### src/rtl/draw_player_pkg.sv
// draw_player_pkg: shared widths, default key colour, timing bundle and span helper.
package draw_player_pkg;
  localparam int TW = 11;
  localparam int RGBW = 12;
  localparam int AW = 12;
  localparam logic [RGBW-1:0] DEFAULT_KEY = 12'hF0F;
  typedef struct packed {
    logic [TW-1:0] vcount;
    logic [TW-1:0] hcount;
    logic          vsync;
    logic          vblnk;
    logic          hsync;
    logic          hblnk;
  } timing_t;
  // The end point is formed one bit wider than the counter so a box near 2047 never wraps to 0.
  function automatic logic in_span(input logic [TW-1:0] pos, input logic [TW-1:0] cnt, input logic [TW:0] size);
    return (cnt >= pos) && ({1'b0, cnt} < ({1'b0, pos} + size));
  endfunction
endpackage

### src/rtl/draw_player_timing_delay.sv
// timing_delay: delays the timing bundle by DEPTH pclk cycles.
// Ports: i_clk clock, i_rst_n async active-low reset, i_t timing in,
//        o_t timing after DEPTH cycles, o_blnk1 (h|v)blank of the first stage.
module timing_delay
  import draw_player_pkg::*;
#(
  parameter int DEPTH = 2
) (
  input  logic    i_clk,
  input  logic    i_rst_n,
  input  timing_t i_t,
  output timing_t o_t,
  output logic    o_blnk1
);
  timing_t r_pipe [DEPTH];
  always_ff @(posedge i_clk or negedge i_rst_n) begin
    if (!i_rst_n) begin
      for (int i = 0; i < DEPTH; i++) r_pipe[i] <= '0;
    end else begin
      r_pipe[0] <= i_t;
      for (int i = 1; i < DEPTH; i++) r_pipe[i] <= r_pipe[i-1];
    end
  end
  assign o_t = r_pipe[DEPTH-1];
  assign o_blnk1 = r_pipe[0].hblnk | r_pipe[0].vblnk;
endmodule

### src/rtl/draw_player.sv
// draw_player: two-stage sprite compositor over a background video stream.
// Ports: pclk_in clock, rst_in async active-low reset; *_in timing/rgb from the background
//        stage; xpos_in/ypos_in/flip_in requested sprite placement (latched at vblank rise);
//        pixel_addr/rgb_pixel sprite ROM interface; *_out timing delayed 2 cycles; rgb_out pixel.
module draw_player
  import draw_player_pkg::*;
#(
  parameter int              SPRITE_W  = 32,
  parameter int              SPRITE_H  = 48,
  parameter logic [RGBW-1:0] KEY_COLOR = DEFAULT_KEY
) (
  input  logic            pclk_in,
  input  logic            rst_in,
  input  logic [TW-1:0]   vcount_in,
  input  logic [TW-1:0]   hcount_in,
  input  logic            vsync_in,
  input  logic            vblnk_in,
  input  logic            hsync_in,
  input  logic            hblnk_in,
  input  logic [RGBW-1:0] rgb_in,
  input  logic [TW-1:0]   xpos_in,
  input  logic [TW-1:0]   ypos_in,
  input  logic            flip_in,
  output logic [AW-1:0]   pixel_addr,
  input  logic [RGBW-1:0] rgb_pixel,
  output logic [TW-1:0]   vcount_out,
  output logic [TW-1:0]   hcount_out,
  output logic            vsync_out,
  output logic            vblnk_out,
  output logic            hsync_out,
  output logic            hblnk_out,
  output logic [RGBW-1:0] rgb_out
);
  timing_t         w_t_in;
  timing_t         w_t_out;
  logic            w_blnk1;
  logic            w_vb_rise;
  logic            w_inside;
  logic [5:0]      w_dx;
  logic [5:0]      w_dy;
  logic [5:0]      w_col;
  logic            r_vblnk_prev;
  logic [TW-1:0]   r_xpos;
  logic [TW-1:0]   r_ypos;
  logic            r_flip;
  logic            r_inside;
  logic [RGBW-1:0] r_rgb;
  logic [AW-1:0]   r_pixel_addr;
  logic [RGBW-1:0] r_rgb_out;
  assign w_t_in = {vcount_in, hcount_in, vsync_in, vblnk_in, hsync_in, hblnk_in};
  timing_delay #(.DEPTH(2)) u_timing_delay (
    .i_clk   (pclk_in),
    .i_rst_n (rst_in),
    .i_t     (w_t_in),
    .o_t     (w_t_out),
    .o_blnk1 (w_blnk1)
  );
  assign {vcount_out, hcount_out, vsync_out, vblnk_out, hsync_out, hblnk_out} = w_t_out;
  assign w_vb_rise = vblnk_in & ~r_vblnk_prev;
  // Offsets only need 6 bits: the low bits of a difference depend only on the operands' low bits.
  always_comb begin
    w_inside = in_span(r_xpos, hcount_in, (TW+1)'(SPRITE_W)) & in_span(r_ypos, vcount_in, (TW+1)'(SPRITE_H));
    w_dx = hcount_in[5:0] - r_xpos[5:0];
    w_dy = vcount_in[5:0] - r_ypos[5:0];
    w_col = r_flip ? 6'(SPRITE_W - 1) - w_dx : w_dx;
  end
  // Placement updates at the vblank edge; this cycle's pixel still uses the old placement.
  always_ff @(posedge pclk_in or negedge rst_in) begin
    if (!rst_in) begin
      r_vblnk_prev <= 1'b0;
      r_xpos <= '0;
      r_ypos <= '0;
      r_flip <= 1'b0;
    end else begin
      r_vblnk_prev <= vblnk_in;
      if (w_vb_rise) begin
        r_xpos <= xpos_in;
        r_ypos <= ypos_in;
        r_flip <= flip_in;
      end
    end
  end
  always_ff @(posedge pclk_in or negedge rst_in) begin
    if (!rst_in) begin
      r_inside <= 1'b0;
      r_rgb <= '0;
      r_pixel_addr <= '0;
      r_rgb_out <= '0;
    end else begin
      r_inside <= w_inside;
      r_rgb <= rgb_in;
      r_pixel_addr <= w_inside ? {w_dy, w_col} : '0;
      r_rgb_out <= w_blnk1 ? '0 : (r_inside && rgb_pixel != KEY_COLOR) ? rgb_pixel : r_rgb;
    end
  end
  assign pixel_addr = r_pixel_addr;
  assign rgb_out = r_rgb_out;
endmodule

### config.mk
export PLATFORM = sky130hd
export DESIGN_NAME = draw_player
export DESIGN_NICKNAME = d
export VERILOG_FILES = /design/src/rtl/draw_player_pkg.sv /design/src/rtl/draw_player_timing_delay.sv /design/src/rtl/draw_player.sv
export SDC_FILE = /design/constraint.sdc
export NUM_CORES = 1
export LEC_CHECK = 0
export ABC_CLOCK_PERIOD_IN_PS = 5800
export BUFFER_PORTS_ARGS = -buffer_cell sky130_fd_sc_hd__buf_2
export CORE_AREA = 5 5 134 136
export DETAILED_ROUTE_END_ITERATION = 7
export DIE_AREA = 0 0 139 141
export PLACE_DENSITY = 0.53
export SYNTH_ARGS = -nofsm -noshare
export SYNTH_HDL_FRONTEND = slang
export SYNTH_HIERARCHICAL = 1
export SYNTH_SLANG_ARGS = --single-unit
### constraint.sdc
create_clock -name pclk_in -period 5.8 [get_ports pclk_in]
set_input_delay 1.45 -clock pclk_in [delete_from_list [all_inputs] [get_ports pclk_in]]
set_output_delay 1.45 -clock pclk_in [all_outputs]
set_load 0.01 [all_outputs]
Yosys cells after proc, flatten, opt, wreduce, memory -nomap -nowiden
Cells that the tools add are included.
{"block": "word_totals", "reg_bits": 112, "inputBits": 75, "output_inout_bits": 50, "elab_cells": 40}
{"block": "classes", "n_addsub": 5, "n_lt_le_gt_ge": 4, "n_eq_ne": 1, "n_mux": 4, "bitwise_logic": 4, "reduce_logical": 3}
{"op": "12-bit 2-to-1 mux", "n": 3}
{"op": "11-bit by 6-bit adder with 12-bit output, second input constant", "n": 2}
{"op": "11-bit by 12-bit < comparator with 1-bit output", "n": 2}
{"op": "11-bit greater-or-equal comparator", "n": 2}
{"op": "12-bit != test, second input constant", "n": 1}
{"op": "6-bit subtractor", "n": 2}
{"op": "6-bit 2-to-1 mux", "n": 1}
{"op": "5-bit by 6-bit subtractor with 6-bit output, first input constant", "n": 1}
{"op": "1-bit logical AND", "n": 3}
{"op": "1-bit bitwise AND", "n": 2}
{"op": "1-bit inverter", "n": 1}
{"op": "1-bit OR", "n": 1}

Depth between registers and ports, before layout
{"block": "logic_depth", "word_depth": 5, "mapped_depth": 11}

By module
Netlist, hierarchy kept.
{"mod": "draw_player", "n_inst": 1, "cells_per_inst": 324, "area_each_um2": 3387.0, "seq_area_each_um2": 1526.5}
{"mod": "timing_delay", "n_inst": 1, "cells_per_inst": 79, "area_each_um2": 1502.7, "seq_area_each_um2": 1301.2}

Least setup slack after synthesis
Ideal clock, no wire load.
{"block": "synth_timing", "kind": "input port to flip-flop", "from": "input port hcount_in[0]", "to": "register r_pixel_addr[0] (netlist: pixel_addr[0])", "setup_ns": 0.080, "arrival_ns": 3.032, "setup_slack_ns": 2.688, "cell_stages": 10, "cell_sequence": "inv_1 > ha_1 > inv_1 > fa_1 > nand3_1 > and3_1 > o2111a_1 > o221ai_2 > buf_6 > nor3_2"}
{"block": "synth_between", "elab_chain_len": 4, "word_cells_on_any_way": 8, "cone_classes": "add/sub: 2; order compare: 2; mux: 2; bitwise: 1; reduce/logical: 1"}
{"item": "start: declaration", "line": "draw_player.sv:15", "source": "input logic [TW-1:0] hcount_in,"}
{"item": "6-bit subtractor, or another cell as far along", "line": "draw_player.sv:63", "source": "w_dx = hcount_in[5:0] - r_xpos[5:0];"}
{"item": "5-bit by 6-bit subtractor with 6-bit output or 1-bit logical AND (tied branches)", "line": "draw_player.sv:65, draw_player_pkg.sv:17"}
{"item": "6-bit 2-to-1 mux or 1-bit bitwise AND (tied branches)", "line": "draw_player.sv:65, draw_player.sv:62"}
{"item": "12-bit 2-to-1 mux (*)", "line": "draw_player.sv:92", "source": "r_pixel_addr <= w_inside ? {w_dy, w_col} : '0;"}
{"item": "end signal: assignment", "line": "draw_player.sv:92"}
{"item": "end: declaration", "line": "draw_player.sv:48", "source": "logic [AW-1:0] r_pixel_addr;"}
Every way passes the cells marked *; elsewhere a longest branch is shown, timed or not.
A chain may end at the register's enable or synchronous reset.

Worst setup path in the final report
{"block": "layout_timing", "from": "input port hcount_in[0]", "to": "register r_pixel_addr[9] (netlist: pixel_addr[9])"}
{"block": "layout_between", "elab_chain_len": 4, "word_cells_on_any_way": 5, "cone_classes": "order compare: 2; mux: 1; bitwise: 1; reduce/logical: 1"}
{"item": "11-bit by 12-bit < comparator with 1-bit output or 11-bit greater-or-equal comparator (tied branches)", "line": "draw_player_pkg.sv:17", "source": "return (cnt >= pos) && ({1'b0, cnt} < ({1'b0, pos} + size));"}
{"item": "1-bit logical AND (*)", "line": "draw_player_pkg.sv:17"}
{"item": "1-bit bitwise AND (*)", "line": "draw_player.sv:62", "source": "w_inside = in_span(r_xpos, hcount_in, (TW+1)'(SPRITE_W)) & in_span(r_ypos, vcount_in, (TW+1)'(SPRITE_H));"}
{"item": "12-bit 2-to-1 mux (*)", "line": "draw_player.sv:92"}
Marks and branches as above.

==> flow_summary.toml <==
[clock_network]
root_buffer = "clkbuf_16"
tritoncts = "done"
clkSlewWorstSetupHoldPaths_ns = 0.05
hold_buffers = 0
clk_path_buf_depth = 2
clock-sinks = 113
cts_setup_buffers = 0
cts_buffers = 17
clock_latency_ns = 0.41
htree_levels = 4
cts_resized = 0

[timing]
fin_crit_sh_pct = 55.9
finalClockSkew_ns = 0.0161
fin_crit_ns = 3.24
slew_headroom_pct = 18.4
tightest_slew_ns = 1.22
hold_viol_final = 0
setup_violations = 0
rsz0062_at_grt = "false"
setup_tns_ns = 0
max_freq_ghz = 0.308
drv_slew = 0

[power_and_ir_drop]
pwr-share-comb_pct = 16.9
p_clk_share_pct = 45.2
p_sw_share_pct = 25.9
internal_power_mw = 1.72
p_per_area_nw_per_um2 = 376
p_switching_mw = 0.601
p_leak_nw = 3.05
ir_worst_vdd_mv = 0.214
seq_power_share_pct = 37.9

[detailed_routing]
wl_mm = 11.0
firstDrtPassIters = 6
drt_first_iter_violations = 143
wl_per_cell_um = 14.7
viasPerCell = 4.35
ant_nets = 0
drcViolationCount = 0
vias = 3264

[final_layout]
final_nets = 627
area_growth_pct = 26.4
mostFrequentLayoutCells = "123 x buf_2, 113 x dfrtp_1, 37 x ha_1, 32 x nand2_1, 29 x inv_1"
drive_gt1_share_pct = 33.5
fin_util_pct = 36.8
n_antenna_cell = 0
layout_commonest_cell = "buf_2"

[synthesis]
yosysTopAreaCell = "dfrtp_1"
ys.warnings.count = 6
seq_area_frac_synth_pct = 57.8
synthFlopType = "dfrtp_1"
ys_ff_latch = 113
netlist_top_cells_area = "dfrtp_1 58%, ha_1 9.5%, buf_4 4.1%, o21ai_0 2.9%, xnor2_1 2.7%"
synth-async-reset-ratio_pct = 100
synth_cell_type_count = 49
yosysTopAreaCellShare_pct = 57.8
syn-num-nets = 517
syn_area_um2 = 4890
synthCells = 403
synth_area_per_cell_um2 = 12.1
synth_edf_count = 0

[worst_setup_path]
critical_path.max_fanout = 13
start_kind = "input port"
arrival_ns = 3.50
critPathKind = "in -> reg"
cp.required_ns = 6.05
cp-end-kind = "register"

[place]
hpwl_mm = 8.35
gp_congestion = 0.833
port_buffers = 124

[die]
die-area_um2 = 19600
rows = 48
die_w_um = 139
core-area_um2 = 16800
initial_utilization_pct = 29.1
die_h_um = 141
io_pins = 125

[global_route]
grt_max_degree = 79
antenna_found_initial = 0
first_global_vias = 3633
grt_usage_pct = 12.0
grt_pass1_wl_mm = 18.4
grt_remaining_overflow = 0

[job]
max-cap-violations = 0

[hold_path]
hp-class = "reg -> reg"

[run_status]
status = "complete, no violations"
worst paths after layout:
path,start,end,slack [ns],cells after the start
setup / recovery,hcount_in[0],pixel_addr[9],2.56,10
hold / removal,u_timing_delay/r_pipe[33],u_timing_delay/o_t[7],0.35,0
setup reg to reg,r_ypos[4],pixel_addr[9],2.89,10
hold reg to reg,u_timing_delay/r_pipe[33],u_timing_delay/o_t[7],0.35,0
max in group asynchronous,rst_in,r_xpos[6],3.60,2
min in group asynchronous,rst_in,pixel_addr[9],1.21,1
critical path, stage by stage:
cell	delay (ns)
buf_2	0.09
inv_1	0.04
ha_1	0.21
inv_1	0.07
fa_1	0.20
nand3_1	0.08
and3_1	0.20
o2111a_1	0.28
o221ai_2	0.71
nor4_1	0.15
Yosys cell counts (7+ instances only):
library cell and count:
a21oi_1 10, buf_4 27, clkbuf_1 7, dfrtp_1 113, ha_1 37, inv_1 29
mux2i_1 8, nand2_1 32, nand3_1 7, nand4_1 7, nor2_1 15, nor3_2 8
o21ai_0 28, xnor2_1 15
registers in the layout, indices dropped and copies added, names as in the netlist:
signal,flops
u_timing_delay/r_pipe,26
r_ypos,11
r_vblnk_prev,1
rgb_out,12
r_inside,1
r_rgb,12
pixel_addr,12
r_xpos,11
r_flip,1
u_timing_delay/o_t,26
power groups by stage:
stage          Sequential (mW)  Combinational, mW  Clock, mW
6_report                 0.880              0.394       1.05
5_1_grt                  0.887              0.444       1.13
4_1_cts                  0.880              0.401       1.09
3_5_place_dp             0.894              0.397          0
3_3_place_gp             0.893              0.389          0
2_1_floorplan            0.893              0.267          0
per-stage QoR:
stage	instance area [um^2]	power (mW)	instances	hold slack, ns	setup WS (ns)
3_3_place_gp	5570	1.28	719	0.333	2.15
4_1_cts	6180	2.37	751	0.347	2.52
6_report	6180	2.32	751	0.346	2.56
5_1_grt	6180	2.46	751	0.353	2.42
3_5_place_dp	5570	1.29	719	0.336	2.09
2_1_floorplan	4890	1.16	403	0.331	2.69
cell type report:
cell class / instances / area (um^2)
Inverter: 29 / 109
Sequential cell: 113 / 2830
Timing Repair Buffer: 127 / 646
Multi-Input combinational cell: 225 / 1710
Clock inverter: 10 / 133
Fill cell: 1693 / 10600
Clock buffer: 22 / 474
Tap cell: 225 / 282
kinds of logic (layout without fill, tap and decap cells):
kind of cell             Yosys count  in the layout  share of synthesized area, %
multiplexers                      11             11                          2.33
adder cells (fa/ha/maj)           39             39                          10.3
XOR/XNOR                          19             19                          3.40
buffers and inverters             65            188                          7.24
AND/OR/NAND/NOR                   90             90                          9.90
flip-flops                       113            113                          57.8
AO/OA/AOI/OAI                     66             66                          9.01
layer usage:
layer | up-vias | GRT usage [%] | wire length, um
li1 | 1572 | - | -
met1 | 1570 | 15.2 | 5070
met2 | 107 | 18.2 | 5030
met3 | 15 | 4.34 | 712
met4 | 0 | 5.66 | 199
met5 | - | 0 | 0
(Power assumes the default switching activity.)
